`src/rtl/crc_pkg.sv`:
```
// Shared definitions for the multi-channel CRC engine: register map, CTRL
// field positions, reset values, FSM/transpose enums and field helpers.
package crc_pkg;

  localparam logic [1:0] OFF_DATA  = 2'd0;
  localparam logic [1:0] OFF_GPOLY = 2'd1;
  localparam logic [1:0] OFF_CTRL  = 2'd2;

  localparam int unsigned CTRL_TOT  = 30;
  localparam int unsigned CTRL_TOTR = 28;
  localparam int unsigned CTRL_FXOR = 26;
  localparam int unsigned CTRL_WAS  = 25;
  localparam int unsigned CTRL_TCRC = 24;
  localparam int unsigned CTRL_W8   = 23;

  localparam logic [31:0] SEED_RST = 32'hFFFF_FFFF;
  localparam logic [31:0] POLY_RST = 32'h0000_1021;

  typedef enum logic {IDLE, SHIFT} state_e;
  typedef enum logic [1:0] {TP_NONE, TP_BITS, TP_FULL, TP_BYTES} tmode_e;

  function automatic logic [31:0] field_mask(input logic [2:0] nbytes);
    case (nbytes)
      3'd1:    return 32'h0000_00FF;
      3'd2:    return 32'h0000_FFFF;
      default: return '1;
    endcase
  endfunction

  function automatic logic [2:0] width_bytes(input logic tcrc, input logic w8);
    if (tcrc)    return 3'd4;
    else if (w8) return 3'd1;
    else         return 3'd2;
  endfunction

  // Operates on the low nbytes*8 bits only; everything above is returned as 0.
  function automatic logic [31:0] transpose(input logic [31:0] value, input tmode_e mode,
                                            input logic [2:0] nbytes);
    logic [31:0] v;
    logic [31:0] r;
    int unsigned nb;
    v  = value & field_mask(nbytes);
    r  = '0;
    nb = 32'(nbytes) * 8;
    case (mode)
      TP_NONE: r = v;
      TP_BITS:
        for (int unsigned i = 0; i < 32; i++)
          r[5'(i)] = v[5'((i & ~32'd7) | (32'd7 - (i & 32'd7)))];
      TP_FULL:
        for (int unsigned i = 0; i < 32; i++)
          if (i < nb) r[5'(i)] = v[5'(nb - 1 - i)];
      TP_BYTES:
        for (int unsigned b = 0; b < 4; b++)
          if (b * 8 < nb) r[5'(b * 8) +: 8] = v[5'(nb - 8 - b * 8) +: 8];
      default: r = v;
    endcase
    return r;
  endfunction

endpackage

```
`src/rtl/crc_step.sv`:
```
// One engine clock of CRC work: consumes up to BPC data bits, MSB first,
// using direct (non-augmented) feedback on a 8/16/32-bit register.
module crc_step
  import crc_pkg::*;
#(
  parameter int unsigned BPC = 8
) (
  input  logic [31:0]    i_crc,
  input  logic [31:0]    i_poly,
  input  logic [2:0]     i_nbytes,
  input  logic [BPC-1:0] i_data,
  input  logic [5:0]     i_nvalid,
  output logic [31:0]    o_crc
);

  logic [31:0]    w_c;
  logic [31:0]    w_m;
  logic [BPC-1:0] w_d;
  logic           w_fb;

  always_comb begin
    w_m  = field_mask(i_nbytes);
    w_c  = i_crc & w_m;
    w_d  = i_data;
    w_fb = 1'b0;
    for (int unsigned i = 0; i < BPC; i++) begin
      if (i < 32'(i_nvalid)) begin
        w_fb = w_d[BPC-1] ^ ((i_nbytes == 3'd1) ? w_c[7] :
                             (i_nbytes == 3'd2) ? w_c[15] : w_c[31]);
        w_c  = ((w_c << 1) ^ (w_fb ? i_poly : 32'h0)) & w_m;
      end
      w_d = w_d << 1;
    end
    o_crc = w_c;
  end

endmodule

```
`src/rtl/crc_engine_mc.sv`:
```
// Multi-channel CRC peripheral: NUM_CH register contexts on one slave port,
// sharing a sequential engine that processes BPC bits per clock.
module crc_engine_mc
  import crc_pkg::*;
#(
  parameter int unsigned NUM_CH    = 4,
  parameter int unsigned BPC       = 8,
  parameter logic [31:0] BASE_ADDR = 32'h4003_2000
) (
  input  logic        clk,
  input  logic        rst_n,
  input  logic        Sel,
  input  logic        RW,
  input  logic [31:0] addr,
  input  logic [1:0]  size,
  input  logic [31:0] data_wr,
  output logic [31:0] data_rd,
  output logic        ready,
  output logic        busy
);

  localparam int unsigned CHW  = (NUM_CH > 1) ? $clog2(NUM_CH) : 1;
  localparam logic [5:0]  BPC6 = 6'(BPC);

  logic [31:0]    r_crc  [NUM_CH];
  logic [31:0]    r_poly [NUM_CH];
  logic [31:0]    r_ctrl [NUM_CH];
  state_e         r_state, w_next;
  logic [31:0]    r_shreg;
  logic [5:0]     r_left;
  logic [CHW-1:0] r_act;
  logic [31:0]    r_rd;

  logic [31:0]    w_off, w_ctl, w_wfield, w_walign, w_seed, w_r, w_rdata, w_step;
  logic [CHW-1:0] w_ch;
  logic [1:0]     w_reg;
  logic [2:0]     w_wnb, w_cnb, w_anb;
  logic [5:0]     w_nbits, w_nvalid;
  logic           w_map, w_busy, w_stall, w_acc;

  // Subtraction wraps for addresses below the base, so one compare covers both sides.
  assign w_off = addr - BASE_ADDR;
  assign w_reg = w_off[3:2];
  assign w_ch  = w_off[4 +: CHW];
  assign w_map = (w_off < 32'(16 * NUM_CH)) && (w_reg != 2'd3);
  assign w_ctl = r_ctrl[w_ch];

  assign w_busy  = (r_state == SHIFT);
  assign w_stall = w_busy && Sel && w_map &&
                   ((w_reg == OFF_DATA) ||
                    (RW && (w_ch == r_act) && ((w_reg == OFF_GPOLY) || (w_reg == OFF_CTRL))));
  assign ready   = !w_stall;
  assign busy    = w_busy;
  assign w_acc   = Sel && ready;
  assign data_rd = r_rd;

  assign w_wnb    = (size == 2'd0) ? 3'd1 : (size == 2'd1) ? 3'd2 : 3'd4;
  assign w_nbits  = {w_wnb, 3'b000};
  assign w_cnb    = width_bytes(w_ctl[CTRL_TCRC], w_ctl[CTRL_W8]);
  assign w_wfield = transpose(data_wr, tmode_e'(w_ctl[CTRL_TOT +: 2]), w_wnb);
  assign w_walign = w_wfield << (6'd32 - w_nbits);
  assign w_seed   = w_wfield & field_mask(w_cnb);

  always_comb begin
    w_r = r_crc[w_ch] & field_mask(w_cnb);
    if (w_ctl[CTRL_FXOR]) w_r = ~w_r & field_mask(w_cnb);
    w_rdata = '0;
    if (w_map) begin
      case (w_reg)
        OFF_DATA:  w_rdata = transpose(w_r, tmode_e'(w_ctl[CTRL_TOTR +: 2]), w_cnb);
        OFF_GPOLY: w_rdata = r_poly[w_ch];
        OFF_CTRL:  w_rdata = w_ctl;
        default:   w_rdata = '0;
      endcase
    end
  end

  assign w_anb    = width_bytes(r_ctrl[r_act][CTRL_TCRC], r_ctrl[r_act][CTRL_W8]);
  assign w_nvalid = (r_left > BPC6) ? BPC6 : r_left;

  crc_step #(.BPC(BPC)) u_step (
    .i_crc    (r_crc[r_act]),
    .i_poly   (r_poly[r_act]),
    .i_nbytes (w_anb),
    .i_data   (r_shreg[31 -: BPC]),
    .i_nvalid (w_nvalid),
    .o_crc    (w_step)
  );

  always_comb begin
    w_next = r_state;
    case (r_state)
      IDLE:    if (w_acc && RW && w_map && (w_reg == OFF_DATA) && !w_ctl[CTRL_WAS]) w_next = SHIFT;
      SHIFT:   if (r_left <= BPC6) w_next = IDLE;
      default: w_next = IDLE;
    endcase
  end

  always_ff @(posedge clk) begin
    if (!rst_n) r_state <= IDLE;
    else        r_state <= w_next;
  end

  always_ff @(posedge clk) begin
    if (!rst_n) begin
      r_crc   <= '{default: SEED_RST};
      r_poly  <= '{default: POLY_RST};
      r_ctrl  <= '{default: 32'h0};
      r_rd    <= '0;
      r_shreg <= '0;
      r_left  <= '0;
      r_act   <= '0;
    end else begin
      if (w_acc && !RW) r_rd <= w_rdata;
      if (w_busy) begin
        r_crc[r_act] <= w_step;
        r_shreg      <= r_shreg << BPC;
        r_left       <= r_left - w_nvalid;
      end
      // DATA writes only get here while idle, so they never collide with the engine update.
      if (w_acc && RW && w_map) begin
        case (w_reg)
          OFF_DATA:
            if (w_ctl[CTRL_WAS]) r_crc[w_ch] <= w_seed;
            else begin
              r_shreg <= w_walign;
              r_left  <= w_nbits;
              r_act   <= w_ch;
            end
          OFF_GPOLY: r_poly[w_ch] <= data_wr;
          OFF_CTRL:  r_ctrl[w_ch] <= data_wr;
          default:   ;
        endcase
      end
    end
  end

endmodule

```
`config.mk`:
```
export PLATFORM = sky130hd
export DESIGN_NAME = crc_engine_mc
export DESIGN_NICKNAME = d
export VERILOG_FILES = /design/src/rtl/crc_pkg.sv /design/src/rtl/crc_step.sv /design/src/rtl/crc_engine_mc.sv
export SDC_FILE = /design/constraint.sdc
export NUM_CORES = 2
export LEC_CHECK = 0
export BUFFER_PORTS_ARGS = -buffer_cell sky130_fd_sc_hd__buf_2
export CAP_MARGIN = 10
export CORE_UTILIZATION = 58
export DETAILED_ROUTE_END_ITERATION = 12
export PLACE_DENSITY_LB_ADDON = 0.2
export RECOVER_POWER = 25
export SLEW_MARGIN = 20
export SYNTH_ARGS = -nofsm -noshare
export SYNTH_HDL_FRONTEND = slang
export SYNTH_HIERARCHICAL = 1
export SYNTH_SLANG_ARGS = --single-unit
```
`constraint.sdc`:
```
create_clock -name clk -period 24 [get_ports clk]
set_input_delay 3.6 -clock clk [delete_from_list [all_inputs] [get_ports clk]]
set_output_delay 3.6 -clock clk [all_outputs]
set_load 0.1 [all_outputs]
```
==> results.md <==
- Post-route worst hold slack: about 0.44 ns
- Failing checks: max-capacitance violations, max-slew violations
- Total negative setup slack: 0 ns
- Vias/cell: ~6.5
- Max-slew headroom at the worst pin: -151%
- Hold worst-path end: data_rd[23]
- Placeable Area: 57600 um^2
- Syn avg cell area: 7.65 um^2
- Post-route cell area: between 30000 and 40000 um^2
- Outcome: finished with violations
- Hold Fails Final Rpt: 0
- Maximum number of pins on one net before global-route repair: 147
- Worst Clk Skew: between 0.03 and 0.04 ns
- Data arrival time of the critical path: roughly 14 ns
- Distinct cell type count of the synthesized netlist: between 90 and 100
- Source-to-sink clock delay at the later pin of the worst-skew pair: approximately 0.63 ns
- Summed instance area of the synthesized netlist: 33800 um^2
- Initial core utilization: 58.7%
- Fraction of the core area covered by cells at the end of the flow: 61.8%
- Count of mapped cells out of synthesis: 4416
- Total clock sinks: 457
- Initial antenna violation count: 15
- Pwr per Cell Area: 49.2 nW/um^2
- RSZ-0062 raised after global routing: no
- Hold-critical path depth: 2
- Logic depth of the worst register-to-register path: 39
- Capturing element type of the critical path: flop
- Placed wire-length estimate after detailed placement: 84400 um
- Maximum fanout along the worst path: 56
- Iteration-0 DRC count of the detailed router: between 4000 and 5000
- Count of flip-flops with a built-in enable after synthesis: 0
- I/O Buffers: 101
- CP startpoint kind: flop
- Share of cells above drive strength 1: a little under an eighth
- Overall die width: between 200 and 250 um
- Max Clk Rate: 0.0766 GHz
- Cell leakage power: approximately 13 nW
- Data required time at the worst endpoint: 24.53 ns
- Post-synthesis sequential area ratio: 27.1%
- Die height: 243 um
- Layout overhead on the synthesized area: 5.35%
- Final cycle utilization of the critical path: 54.4%
- Worst reg2reg path startpoint: r_act[0]
- Number of flip-flops and latches in the synthesized netlist: approximately 460
- Leading cell types in the layout, fill and taps excluded: sky130_fd_sc_hd__nand2_1 (1192), sky130_fd_sc_hd__dfxtp_1 (454), sky130_fd_sc_hd__nor2_1 (275), sky130_fd_sc_hd__a21boi_0 (210), sky130_fd_sc_hd__o21ai_0 (179)
- Total count of max-transition violations in the final report: 123
- Final setup fails: 0
- Total number of vias: 32800
- Worst-path clk slew: 0.06 ns
- CTS root buffer: sky130_fd_sc_hd__clkbuf_16
- Max capacitance violation total: 4
- Final weighted congestion in routability-driven placement: 0.999
- Number of hold-repair buffers added at the cts stage: 0
- Endpoint of the most critical register-to-register path: r_crc[26]
- Share of async-settable or async-resettable flops after synthesis: 0%
- Gr usage total: between 40% and 50%
- Post-DP Area: 34000 um^2
- Area of the die: 59200 um^2
- Max rail drop VDD: slightly above 0.06 mV
- Total Power Consumption: between 1.5 and 2 mW
- Most common cell after layout, fill and taps aside: sky130_fd_sc_hd__nand2_1
- Final WL: 122000 um
- Slew @ Worst Pin: around 3.7 ns
- Launch point of the worst hold path: data_rd[23]
- Number of post-CTS setup repair buffers: 0
- TritonCTS clock tree: done
- Setup slack on the worst flop-to-flop path: roughly 11 ns
- Most common cell on crit path: sky130_fd_sc_hd__or3_1
- Min-delay worst type: flop to flop
- H-Tree Depth: 2
- Number of nets at the end of the flow: about 4300
- Post-cts gate resize count: 0
- Overflow after GRT: 0
- Most frequently used flop master after synthesis: sky130_fd_sc_hd__dfxtp_1
- Avg WL per Cell: between 20 and 25 um
- Period minus WS final: 13.06 ns
- Wire length of the first global-routing pass: 184000 um
- Number of placement rows: 88
- Kind of critical path: flop to flop
- Number of warnings reported in the yosys synthesis log: 6
- Antenna viol nets, final: 0
- Longest Clk Path Bufs: 3
- Number of CTS-inserted buffers: 50
- DRC violations left: 0
- First-pass iteration count of the detailed router: 6
- Library cell contributing the largest single delay on the critical path: sky130_fd_sc_hd__mux4_2
- Highest cell delay on the worst timing path: 0.65 ns
- I/O pin total: 104
- Number of global-route vias before repair: 29400
-- worst max path at each step --
stage | startpoint | to | cells after the start
finish | r_act[0] | r_crc[26] | 39
detailed placement | r_act[0] | r_crc[26] | 40
CTS | r_act[0] | r_crc[26] | 40
global placement | r_act[0] | r_crc[122] | 40
global route | r_act[0] | r_crc[26] | 39
floorplan | r_act[0] | r_crc[97] | 38
-- sequential cells by signal, summed over array words and instances, names as in the netlist --
signal	count
r_act	2
r_shreg	32
data_rd	32
r_left	6
busy	1
r_poly	128
r_ctrl	128
r_crc	128
-- cell families after synthesis --
group / share of synthesized area (%)
AO/OA/AOI/OAI: 20.7
XOR/XNOR: 7.79
adder cells (fa/ha/maj): 0.296
buffers and inverters: 5.94
flip-flops: 27.1
multiplexers: 14.6
other: 0.0222
AND/OR/NAND/NOR: 23.6
-- worst max-delay path, delay by kind of cell, from the launching register on --
kind / cells / cell delay [ns]
AND/OR/NAND/NOR: 14 / 4.39
XOR/XNOR: 4 / 0.74
flip-flops: 1 / 0.64
AO/OA/AOI/OAI: 13 / 3.58
multiplexers: 4 / 2.05
buffers and inverters: 4 / 1.41
-- final cells by class --
class	instances	area (um^2)
inverters	24	90.1
multi-input cells	3508	22700
clock inverters	12	169
repair buffers	175	1040
well taps	765	957
fillers	5195	22000
clock buffers	74	1460
flip-flops and latches	457	9160
diodes	8	20.0
-- cell usage after synthesis, drive strengths merged, types with 10 or more instances --
cell	count	share of area (%)
o21a	23	0.51
a221oi	12	0.31
o21ai	224	3.3
buf	161	2.7
a22o	26	0.67
dfxtp	457	27
or2	11	0.21
nor4	13	0.26
mux4	165	11
nor2b	10	0.21
nor3	25	0.45
or3	21	0.39
nand3b	21	0.47
o211ai	39	0.88
a211oi	23	0.58
xor2	155	4.1
a21oi	177	2.6
mux2	37	1.2
nand2	1196	13
nand3	142	2.1
a31oi	21	0.39
inv	24	0.27
mux2i	78	2.3
o22ai	64	1.2
and3	68	1.3
a22oi	63	1.4
a21boi	269	6.0
and2	24	0.44
clkbuf	269	3.0
xnor2	143	3.7
nor2	277	3.1
nand2b	32	0.59
-- metal layers --
metal	global-route usage [%]	vias up	wire length [um]
li1	-	15000	-
met1	53.8	15500	47100
met2	58.4	2005	51400
met3	12.3	333	17000
met4	20.8	12	6760
met5	0	-	74
-- through the flow --
step           cells  worst slack [ns]
4_1_cts         5014             11.24
3_3_place_gp    4928             11.33
2_1_floorplan   4419             13.88
5_1_grt         5018             10.40
6_report        5023             10.94
3_5_place_dp    4928             11.27
-- power by group --
part	switching (mW)	internal, mW	total (mW)
clock network	0.330	0.453	0.783
logic	0.144	0.0678	0.212
registers	0.000000000409	0.758	0.758
(Power assumes the default switching activity.)
